## config.mk

```make
export PLATFORM = sky130hd
export DESIGN_NAME = snake_body_sequencer_flat
export DESIGN_NICKNAME = d
export VERILOG_FILES = /design/src/rtl/snake_body_sequencer_if.sv /design/src/rtl/snake_body_sequencer.sv /design/src/flat_wrapper.sv
export SDC_FILE = /design/constraint.sdc
export NUM_CORES = 1
export LEC_CHECK = 0
export CAP_MARGIN = 40
export CORE_MARGIN = 2
export CORE_UTILIZATION = 43
export DETAILED_ROUTE_END_ITERATION = 12
export PLACE_DENSITY = 0.64
export SLEW_MARGIN = 20
export SYNTH_ARGS = -nofsm -noshare
export SYNTH_HDL_FRONTEND = slang
export SYNTH_SLANG_ARGS = --single-unit
```

## constraint.sdc

```tcl
create_clock -name clk100MHz -period 15.95 [get_ports clk100MHz]
set_clock_uncertainty 0.15 [all_clocks]
set_input_delay 2.3925 -clock clk100MHz [delete_from_list [all_inputs] [get_ports clk100MHz]]
set_output_delay 2.3925 -clock clk100MHz [all_outputs]
set_load 0.01 [all_outputs]
```

## src/rtl/snake_body_sequencer_if.sv

```systemverilog
// snake_body_sequencer_if: renderer read port into the snake segment store.
// master = renderer, slave = sequencer.
interface snake_body_sequencer_if;
  logic        rd_req;
  logic [3:0]  rd_idx;
  logic        rd_ack;
  logic [10:0] rd_x;
  logic [10:0] rd_y;

  modport master (
    output rd_req, rd_idx,
    input  rd_ack, rd_x, rd_y
  );

  modport slave (
    input  rd_req, rd_idx,
    output rd_ack, rd_x, rd_y
  );
endinterface

```

## src/rtl/snake_body_sequencer.sv

```systemverilog
// snake_body_sequencer: circular segment store, move FSM, collision scan, read port.
// Define SNAKE_WRAP_EN to wrap the head at field edges instead of dying.
module snake_body_sequencer #(
  parameter int MAX_LEN = 16,
  parameter int STEP    = 10,
  parameter int X_MAX   = 630,
  parameter int Y_MAX   = 470,
  parameter int INIT_X  = 310,
  parameter int INIT_Y  = 230
) (
  input  logic        clk100MHz,
  input  logic        rst,
  input  logic        move_tick,
  input  logic        restart,
  input  logic [1:0]  dir,
  input  logic        grow,
  output logic [10:0] head_x,
  output logic [10:0] head_y,
  output logic [4:0]  len,
  output logic [1:0]  cur_dir,
  output logic        dead,
  output logic        busy,
  snake_body_sequencer_if.slave rd
);
  localparam int AW = $clog2(MAX_LEN);
`ifdef SNAKE_WRAP_EN
  localparam bit WRAP = 1'b1;
`else
  localparam bit WRAP = 1'b0;
`endif
  localparam logic [21:0] INIT_SEG = {11'(INIT_X), 11'(INIT_Y)};

  typedef enum logic [2:0] {IDLE, CALC, SCAN, COMMIT, DEAD} state_t;

  state_t        state;
  state_t        state_n;
  logic [21:0]   mem [MAX_LEN];
  logic [AW-1:0] head_ptr;
  logic [AW-1:0] scan_i;
  logic [1:0]    mv_dir;
  logic          mv_grow;
  logic [10:0]   nx;
  logic [10:0]   ny;
  logic          wall;
  logic          hit;
  logic [4:0]    scan_cnt;
  logic [21:0]   scan_seg;
  logic [21:0]   rd_seg;

  assign busy     = (state != IDLE) && (state != DEAD);
  assign scan_seg = mem[head_ptr - scan_i];
  assign hit      = (scan_seg == {nx, ny});
  assign rd_seg   = mem[head_ptr - AW'(rd.rd_idx)];

  // Tail is only a hazard when it stays put, i.e. on a growing move.
  assign scan_cnt = mv_grow ? len - 5'd1 :
                    (len > 5'd1 ? len - 5'd2 : 5'd0);

  // Wrapped coordinates double as the wrap-mode result.
  always_comb begin
    nx   = head_x;
    ny   = head_y;
    wall = 1'b0;
    unique case (mv_dir)
      2'd0:
        if (head_y < 11'(STEP)) begin
          wall = 1'b1;
          ny   = 11'(Y_MAX);
        end else ny = head_y - 11'(STEP);
      2'd1:
        if (head_x > 11'(X_MAX - STEP)) begin
          wall = 1'b1;
          nx   = '0;
        end else nx = head_x + 11'(STEP);
      2'd2:
        if (head_y > 11'(Y_MAX - STEP)) begin
          wall = 1'b1;
          ny   = '0;
        end else ny = head_y + 11'(STEP);
      2'd3:
        if (head_x < 11'(STEP)) begin
          wall = 1'b1;
          nx   = 11'(X_MAX);
        end else nx = head_x - 11'(STEP);
    endcase
  end

  always_ff @(posedge clk100MHz or posedge rst) begin
    if (rst) state <= IDLE;
    else     state <= state_n;
  end

  always_comb begin
    state_n = state;
    unique case (state)
      IDLE:   if (move_tick) state_n = CALC;
      CALC:
        if (wall && !WRAP)         state_n = DEAD;
        else if (scan_cnt == 5'd0) state_n = COMMIT;
        else                       state_n = SCAN;
      SCAN:
        if (hit)                          state_n = DEAD;
        else if (5'(scan_i) == scan_cnt)  state_n = COMMIT;
      COMMIT: state_n = IDLE;
      DEAD:   state_n = DEAD;
      default: state_n = IDLE;
    endcase
    if (restart) state_n = IDLE;
  end

  always_ff @(posedge clk100MHz or posedge rst) begin
    if (rst) begin
      for (int k = 0; k < MAX_LEN; k++) mem[k] <= '0;
      mem[0]   <= INIT_SEG;
      head_ptr <= '0;
      scan_i   <= AW'(1);
      head_x   <= 11'(INIT_X);
      head_y   <= 11'(INIT_Y);
      len      <= 5'd1;
      cur_dir  <= 2'd1;
      dead     <= 1'b0;
      mv_dir   <= 2'd1;
      mv_grow  <= 1'b0;
    end else if (restart) begin
      mem[0]   <= INIT_SEG;
      head_ptr <= '0;
      head_x   <= 11'(INIT_X);
      head_y   <= 11'(INIT_Y);
      len      <= 5'd1;
      cur_dir  <= 2'd1;
      dead     <= 1'b0;
    end else begin
      unique case (state)
        IDLE:
          if (move_tick) begin
            mv_dir  <= (dir == (cur_dir ^ 2'd2)) ? cur_dir : dir;
            mv_grow <= grow;
          end
        CALC: begin
          scan_i <= AW'(1);
          if (state_n == DEAD) dead <= 1'b1;
        end
        SCAN: begin
          scan_i <= scan_i + AW'(1);
          if (state_n == DEAD) dead <= 1'b1;
        end
        COMMIT: begin
          head_ptr                <= head_ptr + AW'(1);
          mem[head_ptr + AW'(1)]  <= {nx, ny};
          head_x                  <= nx;
          head_y                  <= ny;
          cur_dir                 <= mv_dir;
          if (mv_grow && len < 5'(MAX_LEN)) len <= len + 5'd1;
        end
        default: ;
      endcase
    end
  end

  // The scan engine owns the buffer in SCAN; the ack guard stops a
  // still-held request from being served twice.
  always_ff @(posedge clk100MHz or posedge rst) begin
    if (rst) begin
      rd.rd_ack <= 1'b0;
      rd.rd_x   <= '0;
      rd.rd_y   <= '0;
    end else begin
      rd.rd_ack <= 1'b0;
      if (rd.rd_req && !rd.rd_ack && state != SCAN) begin
        rd.rd_ack <= 1'b1;
        if ({1'b0, rd.rd_idx} >= len) begin
          rd.rd_x <= 11'h7FF;
          rd.rd_y <= 11'h7FF;
        end else begin
          rd.rd_x <= rd_seg[21:11];
          rd.rd_y <= rd_seg[10:0];
        end
      end
    end
  end
endmodule
```

## src/flat_wrapper.sv

```systemverilog
// flat-port wrapper written by rule: the top's interface ports become plain ports
module snake_body_sequencer_flat 
#(
  parameter int MAX_LEN = 16,
  parameter int STEP    = 10,
  parameter int X_MAX   = 630,
  parameter int Y_MAX   = 470,
  parameter int INIT_X  = 310,
  parameter int INIT_Y  = 230
)
  (clk100MHz, rst, move_tick, restart, dir, grow, head_x, head_y, len, cur_dir, dead, busy, rd_rd_req, rd_rd_idx, rd_rd_ack, rd_rd_x, rd_rd_y);
  snake_body_sequencer_if rd_i ();
  input  logic clk100MHz;
  input  logic rst;
  input  logic move_tick;
  input  logic restart;
  input  logic [1:0] dir;
  input  logic grow;
  output logic [10:0] head_x;
  output logic [10:0] head_y;
  output logic [4:0] len;
  output logic [1:0] cur_dir;
  output logic dead;
  output logic busy;
  input wire logic [$bits(rd_i.rd_req)-1:0] rd_rd_req;
  input wire logic [$bits(rd_i.rd_idx)-1:0] rd_rd_idx;
  output wire logic [$bits(rd_i.rd_ack)-1:0] rd_rd_ack;
  output wire logic [$bits(rd_i.rd_x)-1:0] rd_rd_x;
  output wire logic [$bits(rd_i.rd_y)-1:0] rd_rd_y;
  assign rd_i.rd_req = rd_rd_req;
  assign rd_i.rd_idx = rd_rd_idx;
  assign rd_rd_ack = rd_i.rd_ack;
  assign rd_rd_x = rd_i.rd_x;
  assign rd_rd_y = rd_i.rd_y;
  snake_body_sequencer #(.MAX_LEN(MAX_LEN), .STEP(STEP), .X_MAX(X_MAX), .Y_MAX(Y_MAX), .INIT_X(INIT_X), .INIT_Y(INIT_Y)) u_core (.clk100MHz(clk100MHz), .rst(rst), .move_tick(move_tick), .restart(restart), .dir(dir), .grow(grow), .head_x(head_x), .head_y(head_y), .len(len), .cur_dir(cur_dir), .dead(dead), .busy(busy), .rd(rd_i));
endmodule
```

==> results of run 1 <==
-- critical path, stage by stage --
cell and delay, ps:
clkdlybuf4s50_1 500, ha_4 210, fa_4 1150, buf_4 790, mux4_2 600, mux4_2 460
o22a_1 170
-- metal layers --
layer	routed length, um	vias up	part of all wire
met5	0	-	0
met4	1950	0	0.029
met3	4910	126	0.074
li1	-	7678	-
met2	32400	658	0.48
met1	27600	8820	0.41
-- layout make-up --
type,count,area [um2]
fillers,4649,26600
inverters,31,124
clock inverters,20,270
flip-flops and latches,419,10500
clock buffers,63,1370
multi-input cells,1490,11700
well taps,688,861
repair buffers,118,1150
-- registers in the layout, summed over array words and instances, names as in the netlist --
register          count
u_core.rd.rd_x       11
u_core.scan_i         4
u_core.head_x        11
u_core.rd.rd_y       11
u_core.mv_dir         2
u_core.head_y        11
u_core.head_ptr       4
u_core.state          3
u_core.rd.rd_ack      1
u_core.mem          352
u_core.len            5
u_core.cur_dir        2
u_core.dead           1
u_core.mv_grow        1
-- power by group through the flow --
| stage | combinational (mW) | sequential [mW] | clock, mW |
|---|---|---|---|
| after global routing | 1.43 | 1.24 | 1.21 |
| after floorplan | 0.929 | 1.20 | 0 |
| final | 1.35 | 1.23 | 1.15 |
| after CTS | 1.34 | 1.23 | 1.16 |
| after detailed placement | 1.34 | 1.24 | 0 |
| after global placement | 1.32 | 1.24 | 0 |
-- synth_stat cells (all sizes together) (4+ instances only) --
master / n
o22a: 22
ha: 26
a41oi: 7
clkbuf: 142
o22ai: 5
o211a: 4
o211ai: 16
nor3: 8
or2: 5
nor3b: 4
nand2: 444
dfrtp: 395
nor2b: 4
mux2: 19
dfstp: 24
mux4: 190
a32oi: 4
nor2: 63
a211oi: 8
nand2b: 11
a21o: 8
buf: 43
xor2: 28
nand4: 10
nor4: 12
a21oi: 63
o21ai: 355
xnor2: 15
a22o: 4
inv: 30
mux2i: 45
nand3: 36
nand3b: 6
or3: 11
a31oi: 8
-- logic make-up after synthesis --
family          after synthesis  synth area share
simple gates                631             0.118
compound gates              534             0.136
flops                       419             0.459
mux                         254             0.216
buf+inv                     216            0.0381
xor+xnor                     43            0.0168
fa+ha+maj                    28            0.0160
-- path summary, 6_finish.rpt --
check / startpoint / end / cells past startpoint
worst max register to register: u_core.head_ptr[0] / u_core.dead / 12
worst min register to register: u_core.mem[48] / u_core.mem[48] / 2
min in group asynchronous: rst / u_core.mv_grow / 2
max in group asynchronous: rst / u_core.mem[44] / 5
worst min-delay path: u_core.mem[48] / u_core.mem[48] / 2
worst max-delay path: rd_rd_idx[0] / u_core.rd.rd_x[9] / 7
==> reports/metrics.cfg, run 1 <==
[floorplanning]
die_w_um = 235
start_util = 0.436
dieArea_um2 = 55100
die_h_um = 235
rows = 84
boundaryPins = 66
coreArea_um2 = 52600

[placement]
dp_cells = 2745
placed_area_um2 = 24300
gp_congestion = 0.869
hpwlAfterDp_mm = 41.0
io_buffers = 65
place_ws_ps = 9370

[clock_tree]
htree_levels = 2
cts-root-buf = clkbuf_16
postCtsSetupBuffers = 0
cts_buffers = 47
insertion_delay_ps = 590
cts_sinks = 419
hold_buffers = 0
clk_pin_slew_ps = 60
post_cts_resized = 0
ctsLongestPathBuffers = 3
cts_tree = built

[outcome]
status = completed

[sta]
max_freq_ghz = 0.167
slew_headroom = 0.274
fin_tns_setup_ps = 0
slew_violations = 0
whs_ps = 346
setup_viol = 0
worstMarginPinSlew_ps = 1090
rsz0062_at_grt = false
min_period_over_period = 0.374
finalHoldViolations = 0
setup_ws_ps = 9980
period_minus_slack_ps = 5970

[power]
pwr-share-comb = 0.361
power.density_nw_per_um2 = 143
switching_share = 0.371
p_leak_nw = 10.7
clockPowerShare = 0.309
p_seq_frac = 0.330
finalPower_mw = 3.73
internal_power_mw = 2.34
irDropWorstVdd_mv = 0.104
power_switching_mw = 1.38

[detailed_routing]
drt_wl_total_mm = 66.8
postRouteAntennaNets = 0
dr.first_iter.drc_count = 1704
wl_per_cell_um = 23.6
firstDrtPassIters = 5
drc_errors = 0
via_count = 17282
via_per_inst = 6.11

[grt]
overflow = 0
grt_antenna_before_repair = 0
grtUsageTotal = 0.245
grt_max_degree = 171
grt_first_pass_wirelength_mm = 105
grt_use_met3 = 0.0415
grt_pass1_vias = 17408
use_met1 = 0.333
grt.busiest_layer = met2
grt_util_met2 = 0.402

[synthesis]
syn_area_um2 = 22900
synth-edff-count = 0
synth_cell_types = 86
synth-async-reset-ratio = 1.00
syn_inst = 2125
synth_ff_type = dfrtp_1
ys_seq_area_frac = 0.459
syn-num-nets = 2165
synth_top_area_frac = 0.432
yosys-top-cells-area = dfrtp_1, mux4_2, o21ai_0
ys_warn_count = 0
avgSynthCellArea_um2 = 10.8
synth_top_area_cell = dfrtp_1
ys_ff_latch = 419

[final_layout]
final_cell_mix = nand2_1, dfrtp_1, o21ai_0
final_area_um2 = 26000
area_delta_synth_final_pct = 13.4
nNetsFinal = 2147
final_core_util = 0.494
drive_gt1_frac = 0.193
diodes = 0
mostFrequentLayoutCell = nand2_1
final_cells = 2829

[critical_path]
crit_fanout = 56
path_class = primary input to register
cp_data_required_time_ps = 16270
crit_path_end_kind = register
worstSetupStartpointType = primary input
cp.arrival_ps = 6300
ff2ff_setup_slack_ps = 10390

[job]
cap_violations = 0

[worst_hold_path]
min_path_type = register to register

Note: power is estimated with default switching activity, not from simulation.
==> run 2: changes to the inputs <==
clock period = 5.5 ns   (was 15.95 ns; I/O delays follow)
==> run 2 against run 1 <==
Cell count up 0.57%. Sequential cell count did not move. Routed wire length rose by 1.8%. Sequential share of layout area decreased by 0.17 points. Worst hold slack hardly changed. Die area unchanged. Via count rose by 0.50%. Clock-buffer cell count increased by 10. Sequential power grew to 2.9 times the previous value. Worst setup slack lost 9100 ps. Critical path type is now register to register. Critical endpoint is now u_core.state[0].
==> reports/metrics.cfg, run 2 (synthesis results as in run 1) <==
[clock_tree]
cts_buffers = 47  ; unchanged
ctsLongestPathBuffers = 3  ; unchanged
cts-root-buf = clkbuf_16
hold_buffers = 0  ; unchanged
postCtsSetupBuffers = 0  ; unchanged
post_cts_resized = 0  ; unchanged
cts_tree = built
cts_sinks = 419  ; unchanged
insertion_delay_ps = 600  ; about the same
clk_pin_slew_ps = 60  ; about the same
htree_levels = 2  ; unchanged

[sta]
whs_ps = 346  ; +0.379 ps
worstMarginPinSlew_ps = 821  ; -268 ps
slew_violations = 0  ; unchanged
setup_viol = 0  ; unchanged
finalHoldViolations = 0  ; unchanged
slew_headroom = 0.453  ; +0.179
setup_ws_ps = 869  ; -9110 ps
period_minus_slack_ps = 4630
min_period_over_period = 0.842
rsz0062_at_grt = false
max_freq_ghz = 0.216

[critical_path]
cp_data_required_time_ps = 5800  ; -10470 ps
cp.arrival_ps = 4930  ; -1370 ps
ff2ff_setup_slack_ps = 870  ; -9520 ps
path_class = register to register
crit_path_end_kind = register
critical_path.most_common_cell = mux2i_1
r2r-end = u_core.state[0]
r2r-start = u_core.head_ptr[0]
crit_fanout = 36  ; -36%
r2r_cells = 12  ; unchanged
critPathSlowestCell = fa_4
worstSetupStartpointType = register
path_cells = inv_1 -> ha_4 -> fa_4 -> buf_12 -> mux4_2 -> mux2i_1 -> mux2i_1 -> xor2_1 -> nand4_1 -> nor4_2 -> and4_1 -> o22ai_1
max_stage_delay_ps = 1020  ; -130 ps

[detailed_routing]
drc_errors = 0  ; unchanged
via_count = 17369  ; +0.50%
dr.first_iter.drc_count = 1685  ; -1.1%
via_per_inst = 6.11  ; about the same
postRouteAntennaNets = 0  ; unchanged
top_layer = met5
wl_met3_mm = 4.52  ; -8.0%
drt_wl_total_mm = 68.0  ; +1.8%
wl_per_cell_um = 23.9  ; +1.2%
firstDrtPassIters = 6  ; +1
met2_wirelength_mm = 32.7  ; +1.1%
wl_met1_mm = 28.7  ; +4.1%

[grt]
grt_antenna_before_repair = 1  ; +1
grtUsageTotal = 0.247  ; +0.00270
grt_first_pass_wirelength_mm = 106  ; +0.60%
grt_pass1_vias = 17025  ; -2.2%
overflow = 0  ; unchanged
grt_max_degree = 138  ; -19%

[final_layout]
nNetsFinal = 2160  ; +0.61%
final_cells = 2845  ; +0.57%
diodes = 0  ; unchanged
final_area_um2 = 26100  ; +0.42%
largest_register_ffs = 352  ; unchanged
mostFrequentLayoutCell = nand2_1
area_delta_synth_final_pct = 13.9
top_register = u_core.mem
final_cell_mix = nand2_1, dfrtp_1, o21ai_0
drive_gt1_frac = 0.194  ; +0.000887

[job]
cap_violations = 0  ; unchanged

[placement]
dp_cells = 2758  ; +0.47%
gp_congestion = 0.865  ; -0.40%
placed_area_um2 = 24500  ; +0.71%
io_buffers = 65  ; unchanged
place_ws_ps = 965  ; -8400 ps
hpwlAfterDp_mm = 42.6  ; +4.0%

[worst_hold_path]
min_path_type = register to register
min_from = u_core.mem[250]
min_to = u_core.mem[250]
worstHoldPathCells = 2  ; unchanged

[floorplanning]
start_util = 0.436  ; unchanged
boundaryPins = 66  ; unchanged
die_w_um = 235  ; unchanged
rows = 84  ; unchanged
coreArea_um2 = 52600  ; unchanged
dieArea_um2 = 55100  ; unchanged
die_h_um = 235  ; unchanged

[power]
finalPower_mw = 10.8  ; +190%
irDropWorstVdd_mv = 0.317  ; +200%
p_leak_nw = 10.8  ; +0.55%
power.density_nw_per_um2 = 413  ; +190%

[outcome]
status = completed

==> run 2: critical path: cells and delay by family, from the launching register on <==
kind	cells	cell delay [ps]
adder cells (fa/ha/maj)	2	1220
AND/OR/NAND/NOR	3	1020
multiplexers	3	630
buffers and inverters	2	480
flip-flops	1	470
XOR/XNOR	1	410
AO/OA/AOI/OAI	1	90
==> run 2: final cells by class <==
class	count	area [um2]
sequential	419	10500
clock buffer	73	1440
timing repair buffer	131	1330
tap	688	861
clock inverter	13	136
inverter	31	120
fill	4714	26500
multi-input combinational	1490	11700
==> run 2: metal layers <==
layer | track usage | vias to the layer above
met1 | 0.346 | 8872
met4 | 0.0806 | 2
met5 | 0 | -
li1 | - | 7681
met2 | 0.399 | 679
met3 | 0.0359 | 135
==> run 2: worst max-delay path by stage <==
stage                     slack [ps]  cells after the start          startpoint                end
after global routing             770                     12  u_core.head_ptr[0]    u_core.state[0]
after floorplan                -1110                      1                 rst  u_core.cur_dir[1]
after CTS                        930                     12  u_core.head_ptr[0]    u_core.state[0]
after global placement          1050                     12  u_core.head_ptr[0]    u_core.state[1]
after detailed placement         970                     12  u_core.head_ptr[0]    u_core.state[0]
final                            870                     12  u_core.head_ptr[0]    u_core.state[0]
==> run 2: power breakdown <==
group | total, mW | internal (mW) | switching [mW] | leakage (nW)
combinational | 4.01 | 1.59 | 2.42 | 4.35
sequential | 3.56 | 3.28 | 0.285 | 5.67
clock | 3.21 | 1.89 | 1.32 | 0.778
total | 10.8 | 6.76 | 4.02 | 10.8
==> run 2: through the flow <==
| stage | utilization | TNS [ps] |
|---|---|---|
| floorplan | - | -437240 |
| global placement | 0.465 | 0 |
| detailed placement | 0.466 | 0 |
| CTS | 0.496 | 0 |
| global route | 0.496 | 0 |
| finish | 0.496 | 0 |
==> run 3: changes to the inputs <==
clock period = 4.5 ns   (was 5.5 ns; I/O delays follow)
==> run 3 against run 2 <==
Critical path type unchanged. Clock power grew 28%. Clock-buffer cell count shrank 5. Routed wire length grew 0.58%. Worst setup slack lost 680 ps. Core utilization grew 0.65 points.
==> reports/metrics.cfg, run 3 (synthesis results as in run 1) <==
[outcome]
status = completed

[clock_tree]
cts_tree = built
cts-root-buf = clkbuf_16
hold_buffers = 0  ; unchanged
cts_sinks = 419  ; unchanged
htree_levels = 2  ; unchanged
insertion_delay_ps = 590  ; about the same
post_cts_resized = 0  ; unchanged
cts_buffers = 46  ; -2.1%
ctsLongestPathBuffers = 3  ; unchanged
postCtsSetupBuffers = 0  ; unchanged
clk_pin_slew_ps = 60  ; about the same

[power]
power_switching_mw = 4.93  ; +23%
p_seq_frac = 0.320  ; -0.010
internal_power_mw = 8.64  ; +28%
p_leak_nw = 11.0  ; +1.7%
switching_share = 0.363  ; -0.00948
clockPowerShare = 0.303  ; +0.005
pwr-share-comb = 0.377  ; +0.005
power.density_nw_per_um2 = 514  ; +24%
irDropWorstVdd_mv = 0.388  ; +22%

[floorplanning]
start_util = 0.436  ; unchanged
die_h_um = 235  ; unchanged
rows = 84  ; unchanged
boundaryPins = 66  ; unchanged
die_w_um = 235  ; unchanged
coreArea_um2 = 52600  ; unchanged
dieArea_um2 = 55100  ; unchanged

[placement]
io_buffers = 65  ; unchanged
hpwlAfterDp_mm = 45.4  ; +6.4%
gp_congestion = 0.921  ; +6.5%

[worst_hold_path]
min_path_type = register to register
min_from = u_core.mem[258]

[final_layout]
seq_area_um2 = 10500  ; unchanged
drive_gt1_frac = 0.205  ; +0.0114
largest_register_ffs = 352  ; unchanged
fill_cells = 4615  ; -2.1%
area_delta_synth_final_pct = 15.4
nNetsFinal = 2185  ; +1.2%
multi_input_area_um2 = 11700  ; about the same
diodes = 0  ; unchanged
mostFrequentLayoutCell = nand2_1
final_cell_mix = nand2_1, dfrtp_1, o21ai_0
top_register = u_core.mem
final_core_util = 0.503  ; +0.00648

[grt]
grt_max_degree = 106  ; -23%
grt_first_pass_wirelength_mm = 107  ; +1.6%
grt_antenna_before_repair = 0  ; -1
grtUsageTotal = 0.251  ; +0.00374
overflow = 0  ; unchanged
grt_pass1_vias = 17700  ; +4.0%

[critical_path]
r2r-start = u_core.head_ptr[0]
crit_fanout = 24  ; -33%
crit_path_start = u_core.head_ptr[0]
worstSetupStartpointType = register
cp_data_required_time_ps = 4810  ; -990 ps
cp.arrival_ps = 4620  ; -310 ps
path_class = register to register
crit_path_end_kind = register

[sta]
slew_violations = 0  ; unchanged
rsz0062_at_grt = false
slew_headroom = 0.445  ; -0.00781
max_freq_ghz = 0.232  ; +7.3%
whs_ps = 348  ; +1.36 ps
period_minus_slack_ps = 4310  ; -317 ps
finalHoldViolations = 0  ; unchanged
min_period_over_period = 0.959  ; +0.117
worstMarginPinSlew_ps = 830  ; +9.39 ps
setup_viol = 0  ; unchanged

[detailed_routing]
firstDrtPassIters = 5  ; -1
wl_per_cell_um = 23.9  ; -0.19%
dr.first_iter.drc_count = 1586  ; -5.9%
drt_wl_total_mm = 68.4  ; +0.58%
via_per_inst = 6.16  ; +0.91%
postRouteAntennaNets = 0  ; unchanged
via_count = 17662  ; +1.7%
drc_errors = 0  ; unchanged

[job]
cap_violations = 0  ; unchanged

[run 3: cell types whose count changed in the layout (fill, tap and decap cells not counted), sizes merged]
cell,change
buf,+26
clkbuf,-5
bufinv,+4
inv,-2
clkinvlp,-1
[run 3: routing by layer]
metal,vias up,share of wire,GRT usage
met3,167,0.071,0.0419
li1,7748,-,-
met1,9011,0.42,0.350
met2,736,0.47,0.396
met4,0,0.039,0.0970
met5,-,0,0
[run 3: metrics by stage]
stage / worst slack (ps) / setup TNS [ps] / instance area, um2 / std cells / power (mW)
global route: 87.1 / 0 / 26400 / 2867 / 14.1
CTS: 180 / 0 / 26400 / 2867 / 13.6
finish: 186 / 0 / 26400 / 2867 / 13.6
global placement: 318 / 0 / 24700 / 2784 / 9.43
floorplan: -1960 / -782650 / 22900 / 2125 / 7.55
detailed placement: 230 / 0 / 24800 / 2785 / 9.49
[run 3: final cells by class]
cell class / count / share of cell area
Multi-Input combinational cell: 1490 / 0.442
Sequential cell: 419 / 0.398
Timing Repair Buffer: 157 / 0.0600
Clock buffer: 68 / 0.0540
Tap cell: 688 / 0.0326
Clock inverter: 14 / 0.00848
Inverter: 31 / 0.00455
[run 3: power by group through the flow]
stage | clock (mW) | combinational (mW) | sequential, mW
2_1_floorplan | 0 | 3.29 | 4.25
3_3_place_gp | 0 | 5.04 | 4.39
3_5_place_dp | 0 | 5.08 | 4.41
4_1_cts | 4.16 | 5.10 | 4.34
5_1_grt | 4.32 | 5.42 | 4.39
6_report | 4.11 | 5.12 | 4.34
[run 3: critical path, cell delays in order, from the launching register on]
cell and delay (ps):
dfrtp_1 490, inv_1 200, ha_4 200, fa_4 830
buf_12 210, mux4_2 330, mux2i_1 230, a21oi_1 70
a41oi_1 210, xnor2_1 150, nand4_1 140, nor4_2 370
buf_4 180, and4_1 260, o22ai_1 120
[run 3: final timing paths]
check | end | slack, ps | depth (start not counted)
max | u_core.state[1] | 190 | 14
min | u_core.mem[258] | 350 | 2
max reg2reg | u_core.state[1] | 190 | 14
min reg2reg | u_core.mem[258] | 350 | 2
max in group asynchronous | u_core.mem[192] | 2790 | 3
min in group asynchronous | u_core.len[2] | 410 | 2
